===== src/rtl/vx_bank_req_sched.sv =====
`default_nettype none
// +----------------------------------------------------------------------------+
// | Module  : vx_bank_req_sched                                                |
// | Brief   : Per-bank fill/replay/core arbiter feeding a one-entry issue stage |
// | Revision: 1.0 - initial release                                            |
// +----------------------------------------------------------------------------+

module vx_bank_req_sched #(
  parameter int CACHE_ID     = 0,
  parameter int BANK_ID      = 0,
  parameter int MSHR_SIZE    = 8,
  parameter int STARVE_LIMIT = 8,
  parameter int DRAIN_MIN    = 2,
  localparam int MSHR_ADDR_WIDTH = (MSHR_SIZE > 1) ? $clog2(MSHR_SIZE) : 1
) (
  input  logic                       clk,
  input  logic                       reset,
  input  logic                       fill_valid,
  output logic                       fill_ready,
  input  logic [MSHR_ADDR_WIDTH-1:0] fill_id,
  input  logic                       replay_valid,
  output logic                       replay_ready,
  input  logic [MSHR_ADDR_WIDTH-1:0] replay_id,
  input  logic                       core_valid,
  output logic                       core_ready,
  input  logic                       mshr_alloc_rdy,
  output logic                       pipe_valid,
  output logic [1:0]                 pipe_src,
  output logic [MSHR_ADDR_WIDTH-1:0] pipe_mshr_id,
  input  logic                       pipe_ready
);

  localparam int SW = $clog2(STARVE_LIMIT + 1);
  localparam int DW = $clog2(DRAIN_MIN + 1);

  localparam logic [SW-1:0] c_STARVE_MAX = SW'(STARVE_LIMIT);
  localparam logic [DW-1:0] c_DRAIN_LOAD = DW'(DRAIN_MIN);

  localparam logic [1:0] c_SRC_NONE   = 2'b00;
  localparam logic [1:0] c_SRC_FILL   = 2'b01;
  localparam logic [1:0] c_SRC_REPLAY = 2'b10;
  localparam logic [1:0] c_SRC_CORE   = 2'b11;

  typedef enum logic [0:0] {
    ST_NORMAL = 1'b0,
    ST_DRAIN  = 1'b1
  } state_t;

  state_t                     r_state;
  logic [DW-1:0]              r_drain_cnt;
  logic [SW-1:0]              r_starve_cnt;
  logic                       r_pipe_valid;
  logic [1:0]                 r_pipe_src;
  logic [MSHR_ADDR_WIDTH-1:0] r_pipe_mshr_id;

  logic w_adv;
  logic w_core_elig;
  logic w_starved;
  logic w_grant_fill;
  logic w_grant_replay;
  logic w_grant_core;
  logic w_in_drain;

  // Grants are suppressed during reset so nothing is handshaken into a stage being cleared.
  always_comb begin
    w_adv          = !r_pipe_valid || pipe_ready;
    w_in_drain     = (r_state == ST_DRAIN);
    w_core_elig    = core_valid && mshr_alloc_rdy && !w_in_drain;
    w_starved      = w_core_elig && (r_starve_cnt == c_STARVE_MAX);
    w_grant_fill   = 1'b0;
    w_grant_replay = 1'b0;
    w_grant_core   = 1'b0;
    if (w_adv && !reset) begin
      if (w_starved)
        w_grant_core = 1'b1;
      else if (fill_valid)
        w_grant_fill = 1'b1;
      else if (replay_valid)
        w_grant_replay = 1'b1;
      else if (w_core_elig)
        w_grant_core = 1'b1;
    end
  end

  assign fill_ready   = w_grant_fill;
  assign replay_ready = w_grant_replay;
  assign core_ready   = w_grant_core;

  assign pipe_valid   = r_pipe_valid;
  assign pipe_src     = r_pipe_src;
  assign pipe_mshr_id = r_pipe_mshr_id;

  always_ff @(posedge clk or posedge reset) begin
    if (reset) begin
      r_pipe_valid   <= 1'b0;
      r_pipe_src     <= c_SRC_NONE;
      r_pipe_mshr_id <= '0;
    end else if (w_grant_fill) begin
      r_pipe_valid   <= 1'b1;
      r_pipe_src     <= c_SRC_FILL;
      r_pipe_mshr_id <= fill_id;
    end else if (w_grant_replay) begin
      r_pipe_valid   <= 1'b1;
      r_pipe_src     <= c_SRC_REPLAY;
      r_pipe_mshr_id <= replay_id;
    end else if (w_grant_core) begin
      r_pipe_valid   <= 1'b1;
      r_pipe_src     <= c_SRC_CORE;
      r_pipe_mshr_id <= '0;
    end else if (pipe_ready) begin
      r_pipe_valid   <= 1'b0;
      r_pipe_src     <= c_SRC_NONE;
      r_pipe_mshr_id <= '0;
    end
  end

  // Only cycles where the stage could have advanced count as a lost arbitration.
  always_ff @(posedge clk or posedge reset) begin
    if (reset) begin
      r_starve_cnt <= '0;
    end else if (w_grant_core || !core_valid) begin
      r_starve_cnt <= '0;
    end else if (w_adv && (r_starve_cnt != c_STARVE_MAX)) begin
      r_starve_cnt <= r_starve_cnt + 1'b1;
    end
  end

  // DRAIN keeps core requests out until pending replays for the filled line are gone.
  always_ff @(posedge clk or posedge reset) begin
    if (reset) begin
      r_state     <= ST_NORMAL;
      r_drain_cnt <= '0;
    end else if (w_grant_fill) begin
      r_state     <= ST_DRAIN;
      r_drain_cnt <= c_DRAIN_LOAD;
    end else if (r_state == ST_DRAIN) begin
      if ((r_drain_cnt == '0) && !replay_valid && !fill_valid)
        r_state <= ST_NORMAL;
      else if (r_drain_cnt != '0)
        r_drain_cnt <= r_drain_cnt - 1'b1;
    end
  end

  a_one_grant : assert property (@(posedge clk) disable iff (reset)
    $onehot0({fill_ready, replay_ready, core_ready}))
    else $error("vx_bank_req_sched c%0d b%0d: multiple grants", CACHE_ID, BANK_ID);

  a_grant_needs_adv : assert property (@(posedge clk) disable iff (reset)
    (fill_ready || replay_ready || core_ready) |-> w_adv)
    else $error("vx_bank_req_sched c%0d b%0d: grant while stalled", CACHE_ID, BANK_ID);

endmodule

`default_nettype wire


===== config.mk =====
export PLATFORM = sky130hd
export DESIGN_NAME = vx_bank_req_sched
export DESIGN_NICKNAME = d
export VERILOG_FILES = /design/src/rtl/vx_bank_req_sched.sv
export SDC_FILE = /design/constraint.sdc
export NUM_CORES = 1
export LEC_CHECK = 0
export CAP_MARGIN = 10
export CORE_ASPECT_RATIO = 1.1
export CORE_MARGIN = 4
export CORE_UTILIZATION = 41
export CTS_CLUSTER_SIZE = 40
export DETAILED_ROUTE_END_ITERATION = 10
export MAX_ROUTING_LAYER = met4
export PLACE_DENSITY = 0.72
export SYNTH_ARGS = -nofsm -noshare
export SYNTH_HDL_FRONTEND = slang
export SYNTH_SLANG_ARGS = --single-unit

===== constraint.sdc =====
create_clock -name clk -period 2 [get_ports clk]
set_clock_uncertainty 0.2 [all_clocks]
set_input_delay 0.2 -clock clk [delete_from_list [all_inputs] [get_ports clk]]
set_output_delay 0.2 -clock clk [all_outputs]
set_load 0.02 [all_outputs]

==> reports/results.ini, run 1 <==
[floorplanning]
die_area_sq_um = 2700
ios = 22
coreArea_sq_um = 1800
row_count = 16
die_x_um = 49.9
start_util = 0.440
die_h_um = 54.1

[logic_synthesis]
synth_commonest_cells = 13 x dfrtp_1, 6 x inv_1, 5 x nand3b_1, 5 x nor2b_1, 5 x o21ai_0
ys_ff_latch = 13
yosysTopAreaCellShare = 0.411
syn_avg_cell_area_sq_um = 10.2
syn-cell-area_sq_um = 792
netlist_instances = 78
synth.lib_cells_used.distinct = 32
ys_seq_area_frac = 0.411
yosysTopAreaCell = dfrtp_1
yosysMostFrequentCell = dfrtp_1
synth_nets = 94
synth_ff_type = dfrtp_1
synthArstFlopShare = 1.00
ys_warn_count = 0
synth_area_leaders = dfrtp_1 41%, ha_1 4.7%, nand3b_1 4.7%, nor2b_1 3.9%, a221o_1 3.8%
synth_edf_count = 0

[detailed_routing]
wl_per_cell_um = 15.2
drt-initial-drc-count = 13
vias_per_cell = 5.47
drtPass1Iterations = 4
ant_nets = 0
route.detailed.drc = 0
wl_mm = 2.23
dr_total_vias = 798

[power]
power_switching_uw = 283
clkPwrFrac = 0.200
p_comb_frac = 0.406
p_int_uw = 573
netSwitchingFraction = 0.330
total_power_uw = 856
p_per_area_nw_per_um2 = 673
ir_drop_v = 0.000470
p_leak_uw = 0.000568
power_frac_seq = 0.393

[layout]
fillers = 136
drive_gt1_frac = 0.352
register_area_sq_um = 325
area_delta_synth_final_pct = 60.5
utilization = 0.706
multi_input_area_sq_um = 448
nNetsFinal = 145
antennaDiodeCount = 0

[cts]
clk_latency_ps = 290
cts_tree = done
htree_levels = 1
cts.clk_slew.worst_paths_ps = 80
cts_root_buf = clkbuf_4
ctsHoldBuffers = 0
cts_buffer_depth = 2
cts_num_sinks = 13
cts_inserted_buffers = 3

[worst_setup_path]
endpoint_kind = primary output
worst-path-max-fanout = 3
start_kind = flop
crit_arrival_ps = 1630
crit_required_ps = 1600
critical_path_class = flop to primary output

[timing]
rsz0062_at_grt = true
report.final.slew_viol_count = 0
whs_ps = 98.3
finalSetupViolations = 3
finalHoldViolations = 0
postLayoutSetupSlackWorst_ps = -29.3
period_needed_ps = 2030
fin_crit_sh = 1.01
relSlewSlack = 0.764
fmax_mhz = 493
worst_slew_pin_slew_ps = 353

[global_routing]
grtUsageTotal = 0.193
grt_overflow_total = 0
grt_pass1_wl_mm = 3.59
antenna_found_initial = 0
grt_start_max_net_pins = 11
grt_pass1_vias = 835

[status]
violations = setup timing
status = complete, but fails checks

[place]
place.gp.congestion = 0.867
dp_hpwl_mm = 1.66
port_buffers = 21

[job]
cap_viol_max_count = 0

[hold_path]
min_path_type = input pin to async pin

-- path summary, 6_finish.rpt --
| path | startpoint | endpoint | slack, ps | cells after the start |
|---|---|---|---|---|
| min | reset | pipe_src[1] | 100 | 3 |
| max | r_starve_cnt[0] | core_ready | -30 | 6 |
| min reg2reg | r_drain_cnt[1] | r_drain_cnt[1] | 330 | 2 |
| max in group asynchronous | reset | pipe_mshr_id[2] | 1340 | 3 |
| min in group clk | r_drain_cnt[1] | r_drain_cnt[1] | 330 | 2 |
| max reg2reg | r_starve_cnt[0] | r_starve_cnt[2] | -20 | 7 |
-- cell usage in the layout (no fill, tap or decap), types with 2 or more instances in the layout --
master	n
o21ai_0	5
nand2b_1	4
o211ai_1	2
buf_4	28
a211oi_1	3
dfrtp_1	13
nand3b_1	5
buf_6	2
nor2_1	2
ha_1	2
nand3_1	3
clkdlybuf4s50_1	18
a2111oi_1	2
nor2b_1	5
nand2_1	2
inv_2	3
a221o_1	3
clkbuf_4	3
inv_1	4
-- cell families (layout without fill, tap and decap cells) --
logic type                 after synthesis  in the layout  share of synthesized area
DFF                                     13             13                      0.411
adders and majority gates                3              3                     0.0474
and+or+nand+nor                         26             26                      0.202
AOI/OAI and AO/OA                       24             24                      0.264
buffers and inverters                   11             61                     0.0647
xor gates and xnor gates                 1              1                     0.0111
-- power groups by stage --
| stage | registers (uW) | clock network, uW | logic (uW) |
|---|---|---|---|
| final | 337 | 172 | 348 |
| after global routing | 342 | 197 | 385 |
| after CTS | 336 | 177 | 344 |
| after detailed placement | 341 | 0 | 323 |
| after global placement | 339 | 0 | 311 |
| after floorplan | 353 | 0 | 167 |
-- stage by stage --
stage / setup TNS (ps) / std cells / cell area, sq um / setup WS [ps]
floorplan: 0 / 78 / 792 / 93.7
global placement: -827 / 136 / 1170 / -290
detailed placement: -952 / 136 / 1170 / -319
CTS: -38.5 / 146 / 1270 / -23.4
global route: -357 / 146 / 1270 / -107
finish: -78.4 / 146 / 1270 / -29.3
-- registers in the layout, summed over array words and instances, names as in the netlist --
name and cells:
pipe_valid 1, r_drain_cnt 2, pipe_src 2, r_state 1, r_starve_cnt 4, pipe_mshr_id 3
-- final cells by class --
class                           count  share of cell area
Multi-Input combinational cell     54               0.352
Timing Repair Buffer               49               0.329
Sequential cell                    13               0.256
Inverter                            8              0.0246
Clock buffer                        4              0.0207
Tap cell                           18              0.0177
-- metal layers --
layer / up-vias / track usage / part of all wire
met5: - / - / 0
met1: 388 / 0.190 / 0.41
li1: 395 / - / -
met2: 10 / 0.361 / 0.54
met3: 5 / 0.0360 / 0.022
met4: 0 / 0.111 / 0.021
-- what timing repair did --
action / 4_1_cts / 5_1_grt
endpoints found under the setup margin: 5 / 8
buffers inserted: 6 / 0
gates resized for setup: 21 / 5
pin swaps: 6 / 0
-- critical path, stage by stage (launching register included) --
cell      delay, ps
dfrtp_1         370
inv_2            60
ha_4            160
and3b_2         230
buf_6           120
o2111a_1        260
buf_6           140
Power figures use the tool's default switching activity.
==> run 2, diff against run 1 <==
--- a/config.mk
+++ b/config.mk
@@ -13,6 +13,7 @@
 export DETAILED_ROUTE_END_ITERATION = 10
 export MAX_ROUTING_LAYER = met4
 export PLACE_DENSITY = 0.72
+export SLEW_MARGIN = 20
 export SYNTH_ARGS = -nofsm -noshare
 export SYNTH_HDL_FRONTEND = slang
 export SYNTH_SLANG_ARGS = --single-unit
==> results of run 2 <==
The final DEF is identical to that of run 1; final timing and power are the same.
